`src/rtl/fir_feed_pkg.sv`:
```
// fir_feed_pkg: shared defaults, state enum and slot helper
// for the FIR tap feeder (optional flush: FEED_FLUSH_EN).
package fir_feed_pkg;

  localparam int FEED_N    = 4;
  localparam int FEED_TAPS = 10;
  localparam int FEED_IDXW = 4;

  typedef enum logic [1:0] {
    FILL,
    RUN,
    FLUSH
  } feed_state_e;

  // Slot k of a flattened window/snapshot bus.
  function automatic logic [FEED_N-1:0] slot(
    input logic [FEED_N*FEED_TAPS-1:0] bus,
    input int                          k
  );
    return bus[k*FEED_N +: FEED_N];
  endfunction

endpackage

```
`src/rtl/fir_coef_bank.sv`:
```
// fir_coef_bank: TAPS x N coefficient registers, one write port.
// Ports: clk, rst, i_we/i_idx/i_data write, o_snap = bank incl. same-edge write.
module fir_coef_bank
  import fir_feed_pkg::*;
#(
  parameter int N    = FEED_N,
  parameter int TAPS = FEED_TAPS,
  parameter int IDXW = FEED_IDXW
) (
  input  logic              clk,
  input  logic              rst,
  input  logic              i_we,
  input  logic [IDXW-1:0]   i_idx,
  input  logic [N-1:0]      i_data,
  output logic [N*TAPS-1:0] o_snap
);

  logic [N*TAPS-1:0] r_bank;
  logic [N*TAPS-1:0] w_bank_nxt;

  // Out-of-range indices match no slot and are dropped.
  always_comb begin
    w_bank_nxt = r_bank;
    for (int k = 0; k < TAPS; k++) begin
      if (i_we && i_idx == IDXW'(k)) begin
        w_bank_nxt[k*N +: N] = i_data;
      end
    end
  end

  always_ff @(posedge clk) begin
    if (rst) begin
      r_bank <= '0;
    end else begin
      r_bank <= w_bank_nxt;
    end
  end

  assign o_snap = w_bank_nxt;

endmodule

```
`src/rtl/fir_tap_feeder.sv`:
```
// fir_tap_feeder: serial samples -> TAPS-deep window + coef snapshot.
// Ports: in_* handshake, coef_* write, x_taps/h_taps/out_* to MAC,
// fill_level; flush port only with macro FEED_FLUSH_EN.
module fir_tap_feeder
  import fir_feed_pkg::*;
#(
  parameter int N    = FEED_N,
  parameter int TAPS = FEED_TAPS,
  parameter int IDXW = FEED_IDXW
) (
  input  logic              clk,
  input  logic              rst,
  input  logic [N-1:0]      in_data,
  input  logic              in_valid,
  output logic              in_ready,
  input  logic              coef_we,
  input  logic [IDXW-1:0]   coef_idx,
  input  logic [N-1:0]      coef_data,
`ifdef FEED_FLUSH_EN
  input  logic              flush,
`endif
  output logic [N*TAPS-1:0] x_taps,
  output logic [N*TAPS-1:0] h_taps,
  output logic              out_valid,
  input  logic              out_ready,
  output logic [IDXW-1:0]   fill_level
);

  localparam logic [IDXW-1:0] FULL = IDXW'(TAPS);
  localparam logic [IDXW-1:0] LAST = IDXW'(TAPS - 1);

  feed_state_e       r_state;
  feed_state_e       w_state_nxt;
  logic [N*TAPS-1:0] r_dl;
  logic [N*TAPS-1:0] r_x;
  logic [N*TAPS-1:0] r_h;
  logic              r_vld;
  logic [IDXW-1:0]   r_fill;
  logic [N*TAPS-1:0] w_snap;
  logic [N*TAPS-1:0] w_dl_shift;
  logic [N-1:0]      w_shift_in;
  logic [IDXW-1:0]   w_fill_inc;
  logic              w_free;
  logic              w_acc;
  logic              w_load;
  logic              w_flush_step;
  logic              w_flush_last;

  fir_coef_bank #(
    .N    (N),
    .TAPS (TAPS),
    .IDXW (IDXW)
  ) u_bank (
    .clk    (clk),
    .rst    (rst),
    .i_we   (coef_we),
    .i_idx  (coef_idx),
    .i_data (coef_data),
    .o_snap (w_snap)
  );

  assign w_free   = !r_vld || out_ready;
  assign in_ready = w_free && (r_state != FLUSH);
  assign w_acc    = in_valid && in_ready;

  assign w_fill_inc = (r_fill == FULL) ? FULL
                                       : r_fill + 1'b1;

`ifdef FEED_FLUSH_EN
  logic [IDXW-1:0] r_fcnt;

  // A flush step needs a free output slot, like a normal load.
  assign w_flush_step = (r_state == FLUSH) && w_free;
  assign w_flush_last = w_flush_step &&
                        (r_fcnt == IDXW'(TAPS - 2));

  always_ff @(posedge clk) begin
    if (rst) begin
      r_fcnt <= '0;
    end else if (w_flush_last || r_state != FLUSH) begin
      r_fcnt <= '0;
    end else if (w_flush_step) begin
      r_fcnt <= r_fcnt + 1'b1;
    end
  end
`else
  assign w_flush_step = 1'b0;
  assign w_flush_last = 1'b0;
`endif

  assign w_shift_in = w_flush_step ? '0 : in_data;
  assign w_dl_shift = {r_dl[N*(TAPS-1)-1:0], w_shift_in};
  assign w_load     = (w_acc && w_fill_inc == FULL) ||
                      w_flush_step;

  always_comb begin
    w_state_nxt = r_state;
    unique case (r_state)
      FILL: begin
        if (w_acc && r_fill == LAST) begin
          w_state_nxt = RUN;
        end
      end
      RUN: begin
`ifdef FEED_FLUSH_EN
        if (flush) begin
          w_state_nxt = FLUSH;
        end
`endif
      end
      FLUSH: begin
        if (w_flush_last) begin
          w_state_nxt = FILL;
        end
      end
      default: w_state_nxt = FILL;
    endcase
  end

  always_ff @(posedge clk) begin
    if (rst) begin
      r_state <= FILL;
    end else begin
      r_state <= w_state_nxt;
    end
  end

  always_ff @(posedge clk) begin
    if (rst) begin
      r_dl   <= '0;
      r_fill <= '0;
      r_x    <= '0;
      r_h    <= '0;
      r_vld  <= 1'b0;
    end else begin
      if (w_flush_last) begin
        r_dl <= '0;
      end else if (w_acc || w_flush_step) begin
        r_dl <= w_dl_shift;
      end
      if (w_flush_last) begin
        r_fill <= '0;
      end else if (w_acc) begin
        r_fill <= w_fill_inc;
      end
      // The snapshot sees a coefficient write on this same edge.
      if (w_load) begin
        r_x   <= w_dl_shift;
        r_h   <= w_snap;
        r_vld <= 1'b1;
      end else if (out_ready) begin
        r_vld <= 1'b0;
      end
    end
  end

  assign x_taps     = r_x;
  assign h_taps     = r_h;
  assign out_valid  = r_vld;
  assign fill_level = r_fill;

endmodule

```
`config.mk`:
```
export PLATFORM = sky130hd
export DESIGN_NAME = fir_tap_feeder
export DESIGN_NICKNAME = d
export VERILOG_FILES = /design/src/rtl/fir_feed_pkg.sv /design/src/rtl/fir_coef_bank.sv /design/src/rtl/fir_tap_feeder.sv
export SDC_FILE = /design/constraint.sdc
export NUM_CORES = 1
export LEC_CHECK = 0
export ABC_AREA = 1
export BUFFER_PORTS_ARGS = -buffer_cell sky130_fd_sc_hd__buf_2
export CAP_MARGIN = 20
export CELL_PAD_IN_SITES_DETAIL_PLACEMENT = 0
export CELL_PAD_IN_SITES_GLOBAL_PLACEMENT = 1
export CORE_MARGIN = 10
export CORE_UTILIZATION = 40
export CTS_CLUSTER_SIZE = 20
export DETAILED_ROUTE_END_ITERATION = 16
export PLACE_DENSITY = 0.89
export SLEW_MARGIN = 20
export SYNTH_ARGS = -nofsm -noshare
export SYNTH_HDL_FRONTEND = slang
export SYNTH_HIERARCHICAL = 1
export SYNTH_SLANG_ARGS = --single-unit
```
`constraint.sdc`:
```
create_clock -name clk -period 2.28 [get_ports clk]
set_clock_uncertainty 0.1 [all_clocks]
set_input_delay 0.342 -clock clk [delete_from_list [all_inputs] [get_ports clk]]
set_output_delay 0.342 -clock clk [all_outputs]
set_load 0.005 [all_outputs]
```
==> results.cfg, run 1 <==
[status]
outcome = finished, final reports clean

[global_routing]
grt_max_degree = 75
grt_pass1_wl_mm = 29.05
overflow = 0
grt_usage_pct = 14.36
grt_pass1_vias = 6036
antenna_found_initial = 0

[layout]
design_area_um2 = 8810
final_nets = 1260
layout_commonest_cell = inv_1
post_layout_nonfiller_instances = 1483
fin_util_pct = 48.55
synthToLayoutAreaGrowth_pct = 18.04
diodes = 0
layout_common_cells = inv_1, nand2_1, dfxtp_1, nor2_1, buf_2
drive_gt1_share_pct = 14.19
nFillCells = 1918
multi_input_area_um2 = 2734
ff_latch_area_um2 = 3223

[placed_design]
dpl-instance-area_um2 = 8203
dpl.hpwl_mm = 11.54
post-place-ws_ns = 0.1687
place.gp.congestion = 0.7480
placedCellCount = 1451
portBuffers = 102

[setup_path]
path_cells = inv_1 > ha_1 > nand2_1 > nor2_1 > nor2_1 > inv_1 > nand3_4 > buf_6 > nand2_1 > inv_2 > nor2_1
cp-start-kind = flop
critical_path.max_fanout = 41
crit_slowest_cell = dfxtp_1
path_buf_inv = 4
cpPeakStageDelay_ns = 0.42
cp.arrival_ns = 2.24
critical_path_required_ns = 2.51
cp_common_cell = nor2_1
crit_family = simple AND/OR/NAND/NOR gates
worst_setup_path_end_kind = flop
criticalPathCategory = reg -> reg

[clock_network]
clock_sinks = 161
htreeDepth = 4
clkSlewWorstSetupHoldPaths_ns = 0.07
root_buffer = clkbuf_16
cts_tree = yes
clk_latency_ns = 0.43
clockBufferDepth = 2
cts_hold_buffers = 0
post_cts_buffers = 0
cts_buffers = 17

[sta]
whs_ns = 0.1022
tightest_slew_ns = 0.4617
hold_viol = 0
finalSetupViolations = 0
clock.fmax_mhz = 497.7
min_period_ns = 2.009
final_max_slew_viol_count = 0
relSlewSlack_pct = 69.22
setup_slack_ns = 0.2708
post-route-period-util_pct = 88.12
rsz0062_at_grt = no
timing.setup.tns_ns = 0

[die]
rows = 49
pin_count = 103
die_h_um = 156.6
die_area_um2 = 24520
start_util_pct = 41.13
core_area_um2 = 18150
die_w_um = 156.6

[hold_path]
worstHoldPathType = in -> reg

[synth]
syn-num-nets = 1183
synth.cell_area_um2 = 7463
synth_cells = 1164
synth.yosys.seq_area_share_pct = 43.19
synth-warning-count = 6
ys_ff_latch = 161
syn_avg_cell_area_um2 = 6.412
synthDistinctLibCells = 21

[route]
drt_iter0_drc = 307
routed_via_density = 4.388
drc_errors = 0
wl_mm = 17.20
vias = 6508
wl_per_cell_um = 11.60
first_pass_iters = 5
ant_nets = 0

[flow_run]
cap_violations = 0

[pwr]
p_leak_nw = 4.590
max-vdd-ir-drop_mv = 0.5326
power.density_nw_per_um2 = 723.4
power_mw = 6.373
## state kept, by name, indices dropped and copies added, names as in the netlist
signal,flops
fill_level,4
h_taps,40
out_valid,1
r_dl,36
u_bank/r_bank,40
x_taps,40
## synth_stat cells
cell type	number	area share, %
a21oi_1	40	2.7
a31oi_1	1	0.084
buf_1	6	0.30
buf_2	25	1.7
buf_4	1	0.10
clkbuf_1	29	1.5
clkinv_1	4	0.20
dfxtp_1	161	43
ha_1	2	0.34
inv_1	315	16
inv_2	16	0.80
nand2_1	277	14
nand3_1	6	0.40
nand3_2	4	0.54
nand3b_1	1	0.10
nand4_1	97	8.1
nor2_1	129	6.5
nor2_2	5	0.42
nor2_4	2	0.30
o21ai_0	39	2.6
o21bai_1	4	0.40
## power breakdown
part	total, mW	internal, mW	switching (mW)
clock	2.89	1.71	1.17
combinational	0.560	0.171	0.389
sequential	2.93	2.89	0.0355
## final timing paths
kind | slack (ns) | endpoint | cells past startpoint | from
worst max-delay path | 0.27 | h_taps[22]$_SDFFE_PP0P_ | 11 | fill_level[0]$_SDFFE_PP0P_
worst min-delay path | 0.10 | r_dl[1]$_SDFFE_PP0P_ | 3 | in_data[1]
worst max register to register | 0.27 | h_taps[22]$_SDFFE_PP0P_ | 11 | fill_level[0]$_SDFFE_PP0P_
worst min register to register | 0.35 | r_dl[34]$_SDFFE_PP0P_ | 2 | r_dl[34]$_SDFFE_PP0P_
## metal layers
metal / track usage, % / routed length (um)
met4: 5.618 / 292
met5: 0 / 0
met1: 18.03 / 8307
met3: 3.838 / 848
met2: 23.00 / 7748
## layout make-up
type | instances | area share [%]
clock buffer | 22 | 5.383
clock inverter | 10 | 1.420
inverter | 335 | 14.29
multi-input combinational | 607 | 31.03
sequential | 161 | 36.59
tap | 229 | 3.252
timing repair buffer | 119 | 8.039
## cells by family after synthesis
group	share of synthesized area, %
AO/OA/AOI/OAI	5.784
AND/OR/NAND/NOR	30.31
flip-flops	43.19
adder cells (fa/ha/maj)	0.3352
buffers and inverters	20.39
## worst register-to-register path, cell delays in order, from the launching register on
cell	delay, ns
dfxtp_1	0.42
inv_1	0.08
ha_1	0.19
nand2_1	0.08
nor2_1	0.04
nor2_1	0.22
inv_1	0.14
nand3_4	0.11
buf_6	0.31
nand2_1	0.12
inv_2	0.06
nor2_1	0.03
## timing repair
action | 4_1_cts | 5_1_grt
setup endpoints to repair | 0 | 39
endpoints found under the hold margin | 0 | 0
resized for setup | 0 | 2
No activity file was read; power rests on OpenSTA's default activity.
==> inputs of run 2 (changes only) <==
Settings changed: BUFFER_PORTS_ARGS -buffer_cell sky130_fd_sc_hd__buf_2 to not set, CORE_UTILIZATION 40 to 46, CTS_BUF_LIST set to sky130_fd_sc_hd__clkbuf_4, DONT_BUFFER_PORTS set to 1, PLACE_DENSITY 0.89 to 0.92.
==> run 2 against run 1 <==
Net effect: global-route usage grew 1.5 points; sequential cell count is the same; register-to-register slack gained 0.11 ns; final area shrank 8.8%; largest power group unchanged; critical endpoint is now x_taps[34]$_SDFFE_PP0P_; clock power shrank 46%; largest cell class unchanged; setup slack gained 0.11 ns; hold slack lost 0.045 ns; total power shrank 21%; utilization grew 2.1 points.
==> results.cfg, run 2 (same netlist as run 1, synthesis figures left out) <==
[global_routing]
grt_usage_pct = 15.83
overflow = 0
grt_max_degree = 86
grt_pass1_wl_mm = 28.82
grt_pass1_vias = 5916
antenna_found_initial = 1

[layout]
nFillCells = 1739
synthToLayoutAreaGrowth_pct = 7.695
final_nets = 1166
layout_common_cells = inv_1, nand2_1, dfxtp_1, nor2_1, nand4_1
design_area_um2 = 8038
post_layout_nonfiller_instances = 1378
layout_commonest_cell = inv_1
fin_util_pct = 50.60
drive_gt1_share_pct = 6.293

[sta]
min_period_ns = 1.895
timing.setup.tns_ns = 0
finalSetupViolations = 0
clock.fmax_mhz = 527.6
final_max_slew_viol_count = 0
post-route-period-util_pct = 83.13
hold_viol = 0
rsz0062_at_grt = no
relSlewSlack_pct = 53.55
tightest_slew_ns = 0.6944

[setup_path]
reg2reg_depth = 9
criticalPathCategory = reg -> reg
timing.rr.end = x_taps[34]$_SDFFE_PP0P_
worst_setup_path_end_kind = flop
critical_path.max_fanout = 80
crit_slowest_cell = dfxtp_1
rr_startpoint = fill_level[1]$_SDFFE_PP0P_
cpPeakStageDelay_ns = 0.45
path_cells = ha_1 > nand2_1 > nand3_1 > nand2_1 > nor2_4 > buf_12 > nand4_1 > nand2_1 > nor2_1
cp_common_cell = nand2_1
critical_path_required_ns = 2.64
cp-start-kind = flop
cp.arrival_ns = 2.26
ff2ff_setup_slack_ns = 0.38

[clock_network]
clock_sinks = 161
post_cts_buffers = 0
htreeDepth = 4
cts_buffers = 17
cts_tree = yes
cts_resized = 0
clk_latency_ns = 0.55
clkSlewWorstSetupHoldPaths_ns = 0.13
root_buffer = clkbuf_4
clockBufferDepth = 2

[route]
drt_iter0_drc = 322
routed_via_density = 4.505
first_pass_iters = 4
drc_errors = 0
wl_mm = 16.80
ant_nets = 0
wl_per_cell_um = 12.19
vias = 6208

[placed_design]
portBuffers = 0
placedCellCount = 1331
dpl.hpwl_mm = 10.67
place.gp.congestion = 0.7698
dpl-instance-area_um2 = 7639

[die]
die_area_um2 = 21720
die_w_um = 147.4
start_util_pct = 46.98
die_h_um = 147.4
rows = 46
pin_count = 103
core_area_um2 = 15890

[pwr]
max-vdd-ir-drop_mv = 0.2914
p_leak_nw = 3.925
power_mw = 5.027
power.density_nw_per_um2 = 625.4

[status]
outcome = finished, final reports clean

[flow_run]
cap_violations = 0

[hold_path]
hold_depth = 4
hold_start = coef_we
worstHoldPathType = in -> reg
hold_end = u_bank/r_bank[34]$_SDFF_PP0_
run 2: cell count changes in the layout (fill, tap and decap cells not counted), sizes merged, moves of 2 or more:
cell         before  now
dlygate4sd3       0   12
buf             119   13
diode             0    2
clkinv           10    8
inv             332  330
clkinvlp          1    6
run 2: worst max-delay path, delay by kind of cell (launching register included):
family,cells,cell delay [ns]
AND/OR/NAND/NOR,7,0.76
adder cells (fa/ha/maj),1,0.18
buffers and inverters,1,0.30
flip-flops,1,0.45
run 2: what timing repair did:
action	in CTS	in global routing
hold buffers	13	0
hold endpoints to repair	53	0
setup endpoints to repair	0	0
run 2: worst max-delay path by stage:
stage,startpoint,end,cells after the start
after CTS,fill_level[1]$_SDFFE_PP0P_,x_taps[34]$_SDFFE_PP0P_,7
after global routing,fill_level[0]$_SDFFE_PP0P_,x_taps[17]$_SDFFE_PP0P_,9
after detailed placement,fill_level[1]$_SDFFE_PP0P_,x_taps[34]$_SDFFE_PP0P_,7
after floorplan,fill_level[0]$_SDFFE_PP0P_,h_taps[0]$_SDFFE_PP0P_,8
final,fill_level[1]$_SDFFE_PP0P_,x_taps[34]$_SDFFE_PP0P_,9
after global placement,fill_level[0]$_SDFFE_PP0P_,x_taps[34]$_SDFFE_PP0P_,8
run 2: layout make-up:
cell class / count / area [um2] / area share (%)
Sequential cell: 161 / 3223 / 40.10
Multi-Input combinational cell: 607 / 2734 / 34.01
Inverter: 335 / 1259 / 15.66
Timing Repair Buffer: 25 / 292.8 / 3.643
Tap cell: 216 / 270.3 / 3.362
Clock buffer: 22 / 165.2 / 2.055
Clock inverter: 10 / 88.84 / 1.105
Antenna cell: 2 / 5.005 / 0.06227
run 2: per-stage QoR:
| stage | setup slack (ns) | hold slack (ns) |
|---|---|---|
| 2_1_floorplan | 0.5426 | 0.3111 |
| 3_3_place_gp | 0.4749 | 0.3195 |
| 3_5_place_dp | 0.4197 | 0.3218 |
| 4_1_cts | 0.3853 | 0.004307 |
| 5_1_grt | 0.1763 | 0.03151 |
| 6_report | 0.3845 | 0.05737 |
run 2: per-layer routing:
layer / wire length (um) / share of wire, % / track usage (%) / vias up
met2: 7226 / 43 / 24.66 / 119
met1: 8149 / 49 / 20.10 / 2686
met4: 193 / 1.1 / 5.154 / 0
li1: - / - / - / 3386
met3: 1231 / 7.3 / 5.464 / 17
met5: 0 / 0 / 0 / -
run 2: power breakdown:
| group | internal, mW | switching, mW |
|---|---|---|
| Sequential | 2.89 | 0.0414 |
| Clock | 0.592 | 0.975 |
| Combinational | 0.155 | 0.374 |
